[src/rtl/board_pkg.sv]
// Shared geometry, cell addressing and sequencer state encoding for the 8x8 match board.
package board_pkg;

  localparam int ROWS    = 8;
  localparam int COLS    = 8;
  localparam int CELLS   = ROWS * COLS;
  localparam int CELL_W  = 3;
  localparam int BOARD_W = CELLS * CELL_W;
  localparam int CNT_W   = 7;
  localparam logic [CELL_W-1:0] EMPTY = 3'd0;

  // Bit offset of cell (r,c) inside a packed board vector.
  function automatic int idx(input int r, input int c);
    return (COLS * r + c) * CELL_W;
  endfunction

  typedef enum logic [2:0] {
    IDLE   = 3'd0,
    CLEAR  = 3'd1,
    SETTLE = 3'd2,
    HOLD   = 3'd3,
    DONE   = 3'd4
  } seq_state_t;

endpackage

[src/rtl/board_mask_apply.sv]
// Zeroes the masked cells of a board and counts how many of them were occupied.
module board_mask_apply
  import board_pkg::*;
(
  input  logic [BOARD_W-1:0] board_in,
  input  logic [CELLS-1:0]   mask,
  output logic [BOARD_W-1:0] board_out,
  output logic [CNT_W-1:0]   cleared
);

  logic [CELLS-1:0] hit;

  for (genvar gi = 0; gi < CELLS; gi++) begin : g_cell
    localparam int BASE = idx(gi / COLS, gi % COLS);
    assign hit[gi] = mask[gi] && (board_in[BASE +: CELL_W] != EMPTY);
    assign board_out[BASE +: CELL_W] = mask[gi] ? EMPTY : board_in[BASE +: CELL_W];
  end

  // Masked cells that were already empty do not contribute to the count.
  always_comb begin
    cleared = '0;
    for (int i = 0; i < CELLS; i++) begin
      cleared = cleared + CNT_W'(hit[i]);
    end
  end

endmodule

[src/rtl/board_update_seq.sv]
// Owns the board register and sequences clear -> repeated refresh -> hold for one player move.
module board_update_seq
  import board_pkg::*;
#(
  parameter int HOLD_CYCLES = 4,
  parameter int MAX_ITER    = 8
) (
  input  logic               clk,
  input  logic               rst_n,
  input  logic               init_valid,
  input  logic [BOARD_W-1:0] init_board,
  input  logic               move_valid,
  output logic               move_ready,
  input  logic [CELLS-1:0]   clear_mask,
  output logic [BOARD_W-1:0] refresh_in,
  input  logic [BOARD_W-1:0] refresh_out,
  output logic [BOARD_W-1:0] board,
  output logic               busy,
  output logic               done,
  output logic [CNT_W-1:0]   cleared_cnt,
  output logic               settle_err
);

  localparam int HW = (HOLD_CYCLES > 1) ? $clog2(HOLD_CYCLES + 1) : 1;

  seq_state_t         state_reg;
  logic [BOARD_W-1:0] board_reg;
  logic [CELLS-1:0]   mask_reg;
  logic [3:0]         iter_reg;
  logic [HW-1:0]      hold_cnt_reg;
  logic [CNT_W-1:0]   cleared_cnt_reg;
  logic               settle_err_reg;

  logic [BOARD_W-1:0] masked_board;
  logic [CNT_W-1:0]   masked_count;
  logic               accept;

  board_mask_apply u_mask_apply (
    .board_in  (board_reg),
    .mask      (mask_reg),
    .board_out (masked_board),
    .cleared   (masked_count)
  );

  assign move_ready  = (state_reg == IDLE) && !init_valid;
  assign accept      = move_valid && move_ready;
  assign refresh_in  = board_reg;
  assign board       = board_reg;
  assign busy        = (state_reg != IDLE);
  assign done        = (state_reg == DONE);
  assign cleared_cnt = cleared_cnt_reg;
  assign settle_err  = settle_err_reg;

  always_ff @(posedge clk or negedge rst_n) begin
    if (!rst_n) begin
      state_reg       <= IDLE;
      board_reg       <= '0;
      mask_reg        <= '0;
      iter_reg        <= '0;
      hold_cnt_reg    <= '0;
      cleared_cnt_reg <= '0;
      settle_err_reg  <= 1'b0;
    end else if (init_valid) begin
      // A board load aborts any sequence silently; result status is left intact.
      board_reg    <= init_board;
      state_reg    <= IDLE;
      iter_reg     <= '0;
      hold_cnt_reg <= '0;
    end else begin
      case (state_reg)
        IDLE: begin
          if (accept) begin
            mask_reg       <= clear_mask;
            settle_err_reg <= 1'b0;
            iter_reg       <= '0;
            state_reg      <= CLEAR;
          end
        end
        CLEAR: begin
          board_reg       <= masked_board;
          cleared_cnt_reg <= masked_count;
          state_reg       <= (masked_count == '0) ? DONE : SETTLE;
        end
        SETTLE: begin
          if (refresh_out == board_reg) begin
            state_reg <= DONE;
          end else if (iter_reg == 4'(MAX_ITER)) begin
            settle_err_reg <= 1'b1;
            state_reg      <= DONE;
          end else begin
            board_reg    <= refresh_out;
            iter_reg     <= (iter_reg == 4'hF) ? iter_reg : iter_reg + 4'd1;
            hold_cnt_reg <= HW'(HOLD_CYCLES);
            state_reg    <= (HOLD_CYCLES != 0) ? HOLD : SETTLE;
          end
        end
        HOLD: begin
          hold_cnt_reg <= hold_cnt_reg - HW'(1);
          if (hold_cnt_reg == HW'(1)) begin
            state_reg <= SETTLE;
          end
        end
        DONE: begin
          state_reg <= IDLE;
        end
        default: begin
          state_reg <= IDLE;
        end
      endcase
    end
  end

endmodule

[config.mk]
export PLATFORM = sky130hd
export DESIGN_NAME = board_update_seq
export DESIGN_NICKNAME = d
export VERILOG_FILES = /design/src/rtl/board_pkg.sv /design/src/rtl/board_mask_apply.sv /design/src/rtl/board_update_seq.sv
export SDC_FILE = /design/constraint.sdc
export NUM_CORES = 1
export LEC_CHECK = 0
export BUFFER_PORTS_ARGS = -buffer_cell sky130_fd_sc_hd__buf_2
export CORE_AREA = 8 8 325 327
export DETAILED_ROUTE_END_ITERATION = 10
export DIE_AREA = 0 0 333 335
export PLACE_DENSITY = 0.44
export SYNTH_ARGS = -nofsm -noshare
export SYNTH_HDL_FRONTEND = slang
export SYNTH_SLANG_ARGS = --single-unit
[constraint.sdc]
create_clock -name clk -period 10.5 [get_ports clk]
set_clock_uncertainty 0.05 [all_clocks]
set_input_delay 0 -clock clk [delete_from_list [all_inputs] [get_ports clk]]
set_output_delay 0 -clock clk [all_outputs]
set_load 0.02 [all_outputs]
# After elaboration in Yosys (flattened, before gate mapping)

Cells that the tools add are included.
W data, S select, Z words.

Add/subtract/negate cells: 65
Equality and inequality tests: 80
Mux-type cells: 89
Bitwise logic cells: 1
Reductions and logical operators: 208

Operator list:

| operator              | number |
|---|---|
| $mux W192             | 3 |
| $add A7 B1 Y7         | 62 |
| $pmux W192 S2         | 1 |
| $reduce_and A4 Y1     | 64 |
| $mux W3               | 73 |
| $ne A3 B3 Y1 const B  | 69 |
| $reduce_bool A3 Y1    | 68 |
| $eq A192 B192 Y1      | 1 |
| $logic_and A1 B1 Y1   | 66 |
| $mux W4               | 5 |
| $pmux W3 S4           | 1 |
| $reduce_and A5 Y1     | 2 |
| $eq A4 B4 Y1 const B  | 2 |
| $pmux W4 S2           | 1 |
| $logic_not A7 Y1      | 1 |
| $eq A3 B1 Y1 const B  | 2 |
| $eq A3 B2 Y1 const B  | 2 |
| $ne A2 B2 Y1 const B  | 3 |
| $pmux W3 S2           | 1 |
| $reduce_and A3 Y1     | 2 |
| $add A4 B1 Y4 const B | 1 |
| $reduce_and A2 Y1     | 2 |
| $eq A3 B3 Y1 const B  | 1 |
| $logic_not A3 Y1      | 1 |
| 7 further kinds       | 9 |

Register bits: 274
Input bits: 452

# Logic depth before layout (Yosys ltp)

Gate-level depths: netlist of run 1.

Depth in word-level cells: 69
Depth in mapped cells: 23
Gate-level depth less buffers: 23

# Cells and area by module

From an unflattened synthesis of run 1, not the netlist that was laid out.

Cells, all modules: 2124
Area, all modules: 21207.8 sq um

Modules (own cells, without submodules):

| module           | times used | cells each | area each (sq um) | sequential area each (sq um) |
|---|---|---|---|---|
| board_update_seq | 1          | 1733       | 17917.2           | 6856.6 |
| board_mask_apply | 1          | 391        | 3290.7            | 0.0 |

# Worst setup path after synthesis of run 1

OpenSTA, ideal clock, no wires.

Path type: reg2reg
From: register board_reg[156] (netlist: board[156])
To: register state_reg[1]
Setup time: 0.126 ns
Arrival time: 6.721 ns
Data required time: 10.324 ns
Path slack: 3.603 ns
Stages on the path, launching flop included: 23
Period minus slack after synthesis: 6.897 ns
Cell sequence: dfrtp_1 -> o31a_1 -> fa_1 -> inv_1 -> fa_1 -> fa_1 -> inv_1 -> fa_1 -> inv_1 -> fa_1 -> inv_1 -> fa_1 -> fa_1 -> fa_1 -> fa_1 -> fa_1 -> a21oi_1 -> o21bai_1 -> a21oi_1 -> nor2_1 -> nor2_1 -> nand4_1 -> a311o_1

Word-level cells in the longest chain between the ends: 18
Elaborated cells between the ends (all ways): 20

Ends and longest elaborated chain:

| what                         | line                   | text |
|---|---|---|
| start: declaration           | board_update_seq.sv:27 | `logic [BOARD_W-1:0] board_reg;` |
| start signal: assignment     | board_update_seq.sv:65 | `board_reg <= init_board;` |
| start signal: assignment     | board_update_seq.sv:80 | `board_reg <= masked_board;` |
| start signal: assignment     | board_update_seq.sv:91 | `board_reg <= refresh_out;` |
| $reduce_bool A3 Y1           | board_mask_apply.sv:15 | `assign hit[gi] = mask[gi] && (board_in[BASE +: CELL_W] != EMPTY);` |
| $logic_and A1 B1 Y1          | board_mask_apply.sv:15 |  |
| $add A7 B1 Y7 (12 in series) | board_mask_apply.sv:23 | `cleared = cleared + CNT_W'(hit[i]);` |
| $logic_not A7 Y1             | board_update_seq.sv:82 | `state_reg <= (masked_count == '0) ? DONE : SETTLE;` |
| $mux W3                      | board_update_seq.sv:82 |  |
| $pmux W3 S4 (*)              | board_update_seq.sv:70 | `case (state_reg)` |
| $mux W3 (*)                  | board_update_seq.sv:63 | `end else if (init_valid) begin` |
| end signal: assignment       | board_update_seq.sv:82 |  |
| end signal: assignment       | board_update_seq.sv:94 | `state_reg <= (HOLD_CYCLES != 0) ? HOLD : SETTLE;` |
| end: declaration             | board_update_seq.sv:26 | `seq_state_t state_reg;` |

Every way passes the cells marked *; elsewhere a longest branch is shown, timed or not.
A chain may end at the register's enable or synchronous reset.

# Final worst setup path of run 1

Ends and elaborated chain as after synthesis.

==> results of run 1 <==
## worst max-delay path, cell delays in order (launching register included)
cell	delay, ps
dfrtp_1	420
o31a_1	430
fa_1	570
inv_1	50
fa_1	520
fa_1	610
inv_1	70
fa_1	470
inv_1	50
fa_1	490
inv_1	60
fa_1	550
fa_1	440
fa_1	460
fa_1	430
fa_1	470
a21oi_1	160
o21bai_1	100
a21oi_1	150
nor2_1	50
nor2_1	120
nand4_1	160
a311o_1	380
## routing by layer
layer	vias up	global-route usage, %
met5	-	0
met4	22	6.408
met3	146	7.537
met2	708	36.19
met1	9145	26.34
li1	7955	-
## worst paths after layout
| kind | cells after the start | slack (ps) | endpoint |
|---|---|---|---|
| min in group clk | 2 | 60 | hold_cnt_reg[0]$_DFFE_PN0P_ |
| max | 22 | 3100 | state_reg[1]$_DFFE_PN0P_ |
| min | 3 | 20 | board[111]$_DFFE_PN0P_ |
| max in group asynchronous | 4 | 8710 | board[69]$_DFFE_PN0P_ |
| min reg2reg | 1 | 450 | settle_err$_DFFE_PN0P_ |
| max reg2reg | 22 | 3100 | state_reg[1]$_DFFE_PN0P_ |
## stage by stage
stage	instances	hold slack [ps]	worst slack, ps
finish	4047	15.50	3095
floorplan	1604	-345.6	3603
detailed placement	3517	-43.86	3058
global route	4042	43.06	2802
global placement	3517	-44.13	3077
CTS	4036	5.594	3034
## cell families (layout without fill, tap and decap cells)
family	count (synthesis)	in the layout	share of synthesized area [%]
AO/OA/AOI/OAI	350	350	20.85
XOR/XNOR	196	196	8.723
adder cells (fa/ha/maj)	74	74	6.765
buffers and inverters	336	1459	10.40
flip-flops	274	274	34.84
multiplexers	262	262	14.99
other	0	11	0
AND/OR/NAND/NOR	112	112	3.440
## cells in the final DEF (no fill, tap or decap), types with 20 or more instances in the layout
cell type        n
a22o_1         192
buf_2          844
buf_4           33
clkbuf_16       41
dfrtp_1        274
dlygate4sd3_1  450
fa_1            54
ha_1            20
inv_1           61
mux2_2         242
nor4_1          49
o31a_1          45
o32ai_4         60
xor2_1         194
## cell type report
cell class                      count  area [um^2]  share of cell area (%)
Clock buffer                       55         1159                   3.875
Inverter                           61        229.0                  0.7658
Sequential cell                   274         6857                   22.93
Clock inverter                     13        150.1                  0.5022
Tap cell                         1309         1638                   5.478
Antenna cell                       11        27.53                 0.09206
Multi-Input combinational cell    994        10810                   36.15
Timing Repair Buffer             1330         9032                   30.21
==> results.cfg, run 1 <==
[floorplanning]
die_w_um = 333
coreArea_um2 = 100700
die_y_um = 335
rows = 117
die-area_um2 = 111600
io_pins = 847
initial_core_util_pct = 19.54

[yosys]
synth-edff-count = 0
synth_top_cell_by_area = dfrtp_1
synth.distinct_cells = 50
synth.most_common_cell = dfrtp_1
synthTopCellsByCount = dfrtp_1, mux2_2, xor2_1
synth_seq_cells = 274
syn_avg_cell_area_um2 = 12.27
ys_seq_area_share_pct = 34.84
yosysWarnings = 0
yosysTopAreaCellShare_pct = 34.84
syn_area_um2 = 19680
synthCells = 1604
synth_flop_cell = dfrtp_1
synth.area.top_cells = dfrtp_1, mux2_2, xor2_1, a22o_1, o32ai_4
async_reset_ff_share_pct = 100.0
syn-num-nets = 2130

[clock_tree]
clk_pin_slew_ps = 60
cts_setup_buffers = 0
cts_max_level = 2
cts-resized-gates = 0
hold_buffers = 451
clkLatencyLatePin_ps = 580
cts_buffer_depth = 3
numCtsBuffers = 38
clock-sinks = 274
cts_root_buffer = clkbuf_16
tritoncts = done

[cells_and_area]
fin_nets = 3225
drive_gt1_share_pct = 45.98
fin_util_pct = 29.69
largest_reg_flops = 192
final_area_um2 = 29900
area_growth_pct = 51.94
nFillCells = 10590

[timing]
tns_ps = 0
fin_crit_sh_pct = 70.52
rsz0062_at_grt = false
finalCriticalPeriod_ps = 7405
setup_viol = 0
max-slew-margin-rel_pct = 25.73
hold_violations = 0
tightest_slew_ps = 1104
slew_violations = 0
max_freq_ghz = 0.1350

[worst_setup_path]
crit_fanout = 5
r2r_start = board[156]$_DFFE_PN0P_
endpoint_kind = flop
cp-start-kind = flop
worstPathRequired_ps = 10900
worstPathArrival_ps = 7800
path_class = flop to flop
startpoint = board[156]$_DFFE_PN0P_

[drt]
drc = 0
wl_mm = 126.4
routedWlPerCell_um = 31.25
ant_nets = 0
highest_layer = met5
first_pass_iters = 4
viasPerCell = 4.442
num_vias = 17980
wl_met1_mm = 51.93
initialDrtViolationCount = 958
wl_met2_mm = 59.85
wl_met3_mm = 10.32

[worst_hold_path]
min_path_type = input port to async pin

[grt]
grt_use_total_pct = 21.70
grt_max_degree = 79
grt_pass1_wl_mm = 169.1
grt_pass1_vias = 19630
grt_overflow = 0
antenna_found_initial = 37

[place]
dp_hpwl_mm = 104.2
port_buffers = 846
dpl-instance-area_um2 = 24030
gp_congestion = 0.8874

[job]
cap_violations = 0

[outcome]
status = finished, final reports clean
Power of run 1 is left out: the tool's default activity adds up to more than one toggle a clock period on the data nets, which glitch-free logic cannot reach.
==> inputs of run 2 (changes only) <==
- CORE_AREA: 8 8 325 327 -> 8 8 320 322
- DIE_AREA: 0 0 333 335 -> 0 0 328 330
- PLACE_DENSITY: 0.44 -> 0.46
- clock period: 10.5 -> 6 ns (I/O delays scaled with it)
==> run 2 against run 1 <==
Effect of this change: worst setup slack worse by 4200 ps; first-iteration DRC count up 1.8%; register-to-register slack worse by 4200 ps; sequential share of layout area down 1.2 points; sequential cell count unchanged; global-route usage down 0.28 points; critical endpoint unchanged; non-clock buffer count up 205; fmax up 3.8%; final cell count up 4.5%; highest routed layer unchanged; the flow now finishes with violations (negative setup slack); critical path depth unchanged; die area down 3.0%.
==> results.cfg, run 2 (synthesis results as in run 1) <==
[outcome]
status = finished with violations
violations = negative setup slack

[grt]
grt_max_degree = 121
grt_overflow = 0
grt_pass1_wl_mm = 163.3
grt_use_total_pct = 21.42
antenna_found_initial = 28
grt_pass1_vias = 20550

[worst_setup_path]
crit_slowest_cell = fa_2
cp_num_cells = 22
endpoint_kind = flop
worstPathArrival_ps = 7520
max_stage_delay_ps = 600
cp-start-kind = flop
path_cells = o31a_1 -> fa_1 -> inv_2 -> fa_2 -> inv_2 -> fa_1 -> inv_2 -> fa_1 -> inv_2 -> fa_1 -> fa_1 -> fa_1 -> fa_1 -> fa_2 -> fa_2 -> a21oi_2 -> o21bai_2 -> a21oi_1 -> nor2_1 -> nor2_1 -> nand4_1 -> a311o_1
cp.buffers_inverters = 4
cp_common_cell = fa_1
reg2reg_depth = 22
crit_family = adder cells
worstPathRequired_ps = 6390
crit_fanout = 2
path_class = flop to flop

[clock_tree]
cts_max_level = 2
cts_buffer_depth = 3
tritoncts = done
clk_pin_slew_ps = 60
clkLatencyLatePin_ps = 570
clock-sinks = 274
numCtsBuffers = 39
cts_root_buffer = clkbuf_16

[worst_hold_path]
min_path_cells = 3
min_path_type = input port to flop

[drt]
routedWlPerCell_um = 28.72
ant_nets = 0
num_vias = 18700
viasPerCell = 4.421
highest_layer = met5
drc = 0
wl_mm = 121.5
initialDrtViolationCount = 975
wl_met2_mm = 56.86
wl_met3_mm = 8.284
first_pass_iters = 5
wl_met1_mm = 50.68

[cells_and_area]
fin_nets = 3431
layout.cells.non_filler = 4230
final_common_cell = buf_2
final_cell_mix = buf_2, dlygate4sd3_1, dfrtp_1
drive_gt1_share_pct = 50.34
largest_reg_flops = 192
area_growth_pct = 60.27

[floorplanning]
coreArea_um2 = 97410
rows = 115
initial_core_util_pct = 20.20
die_w_um = 328
io_pins = 847
die-area_um2 = 108200
die_y_um = 330

[job]
cap_violations = 0

[timing]
fin_crit_sh_pct = 118.9
max_freq_ghz = 0.1401
hold_ws_ps = 159.1
setup_viol = 9
tightest_slew_ps = 1124
finalCriticalPeriod_ps = 7136
rsz0062_at_grt = true
layout_setup_ws_ps = -1136
slew_violations = 0
hold_violations = 0
max-slew-margin-rel_pct = 24.82

[place]
gp_congestion = 0.8407
dp.cells = 3693
dp_hpwl_mm = 100.8
port_buffers = 846
==> run 2: cell count changes in the layout (fill, tap and decap cells not counted), sizes merged <==
| cell | previous run | this run |
|---|---|---|
| buf | 879 | 1081 |
| bufinv | 3 | 2 |
| clkbuf | 56 | 59 |
| clkinv | 8 | 3 |
| clkinvlp | 1 | 2 |
| dlygate4sd3 | 450 | 453 |
| inv | 62 | 64 |
==> run 2: repair_timing <==
action,4_1_cts,5_1_grt
endpoints found under the setup margin,9,9
hold buffers,453,0
resized for setup,10,11
cloned,0,0
pin swaps,5,6
hold endpoints to repair,342,0
buffers inserted,5,3
==> run 2: cell type report <==
class | instances | area [um^2]
inverter | 61 | 229.0
clock inverter | 10 | 120.1
sequential | 274 | 6867
clock buffer | 58 | 1147
antenna | 11 | 27.53
fill | 10060 | 65870
multi-input combinational | 994 | 10870
tap | 1287 | 1610
timing repair buffer | 1535 | 10670
==> run 2: path summary, 6_finish.rpt <==
check | from | end | slack, ps
worst min-delay path | clear_mask[9] | mask_reg[9]$_DFFE_PN0P_ | 160
worst max-delay path | board[96]$_DFFE_PN0P_ | state_reg[1]$_DFFE_PN0P_ | -1140
worst min register to register | cleared_cnt[5]$_DFFE_PN0P_ | cleared_cnt[5]$_DFFE_PN0P_ | 440
min in group asynchronous | rst_n | mask_reg[47]$_DFFE_PN0P_ | 550
worst max register to register | board[96]$_DFFE_PN0P_ | state_reg[1]$_DFFE_PN0P_ | -1140
max in group asynchronous | rst_n | mask_reg[41]$_DFFE_PN0P_ | 3800
==> run 2: tightest hold or removal path: stages <==
cell           delay, ps
dlygate4sd3_1        530
buf_2                100
mux2_2               120
==> run 2: per-stage QoR <==
stage	TNS, ps	area, um^2	worst slack, ps	util, %
after global placement	-5693	25610	-1138	26.29
after CTS	-6051	31470	-1160	32.30
final	-5699	31540	-1136	32.38
after global routing	-7887	31520	-1430	32.36
after detailed placement	-5957	25610	-1208	26.29
after floorplan	-2456	19700	-745.9	-
==> run 2: layer usage <==
layer  vias up  GRT usage (%)
met2       679          34.96
met3       152          5.833
li1       8386              -
met1      9466          26.48
met5         -              0
met4        18          9.116
Power of run 2 is left out for the same reason.
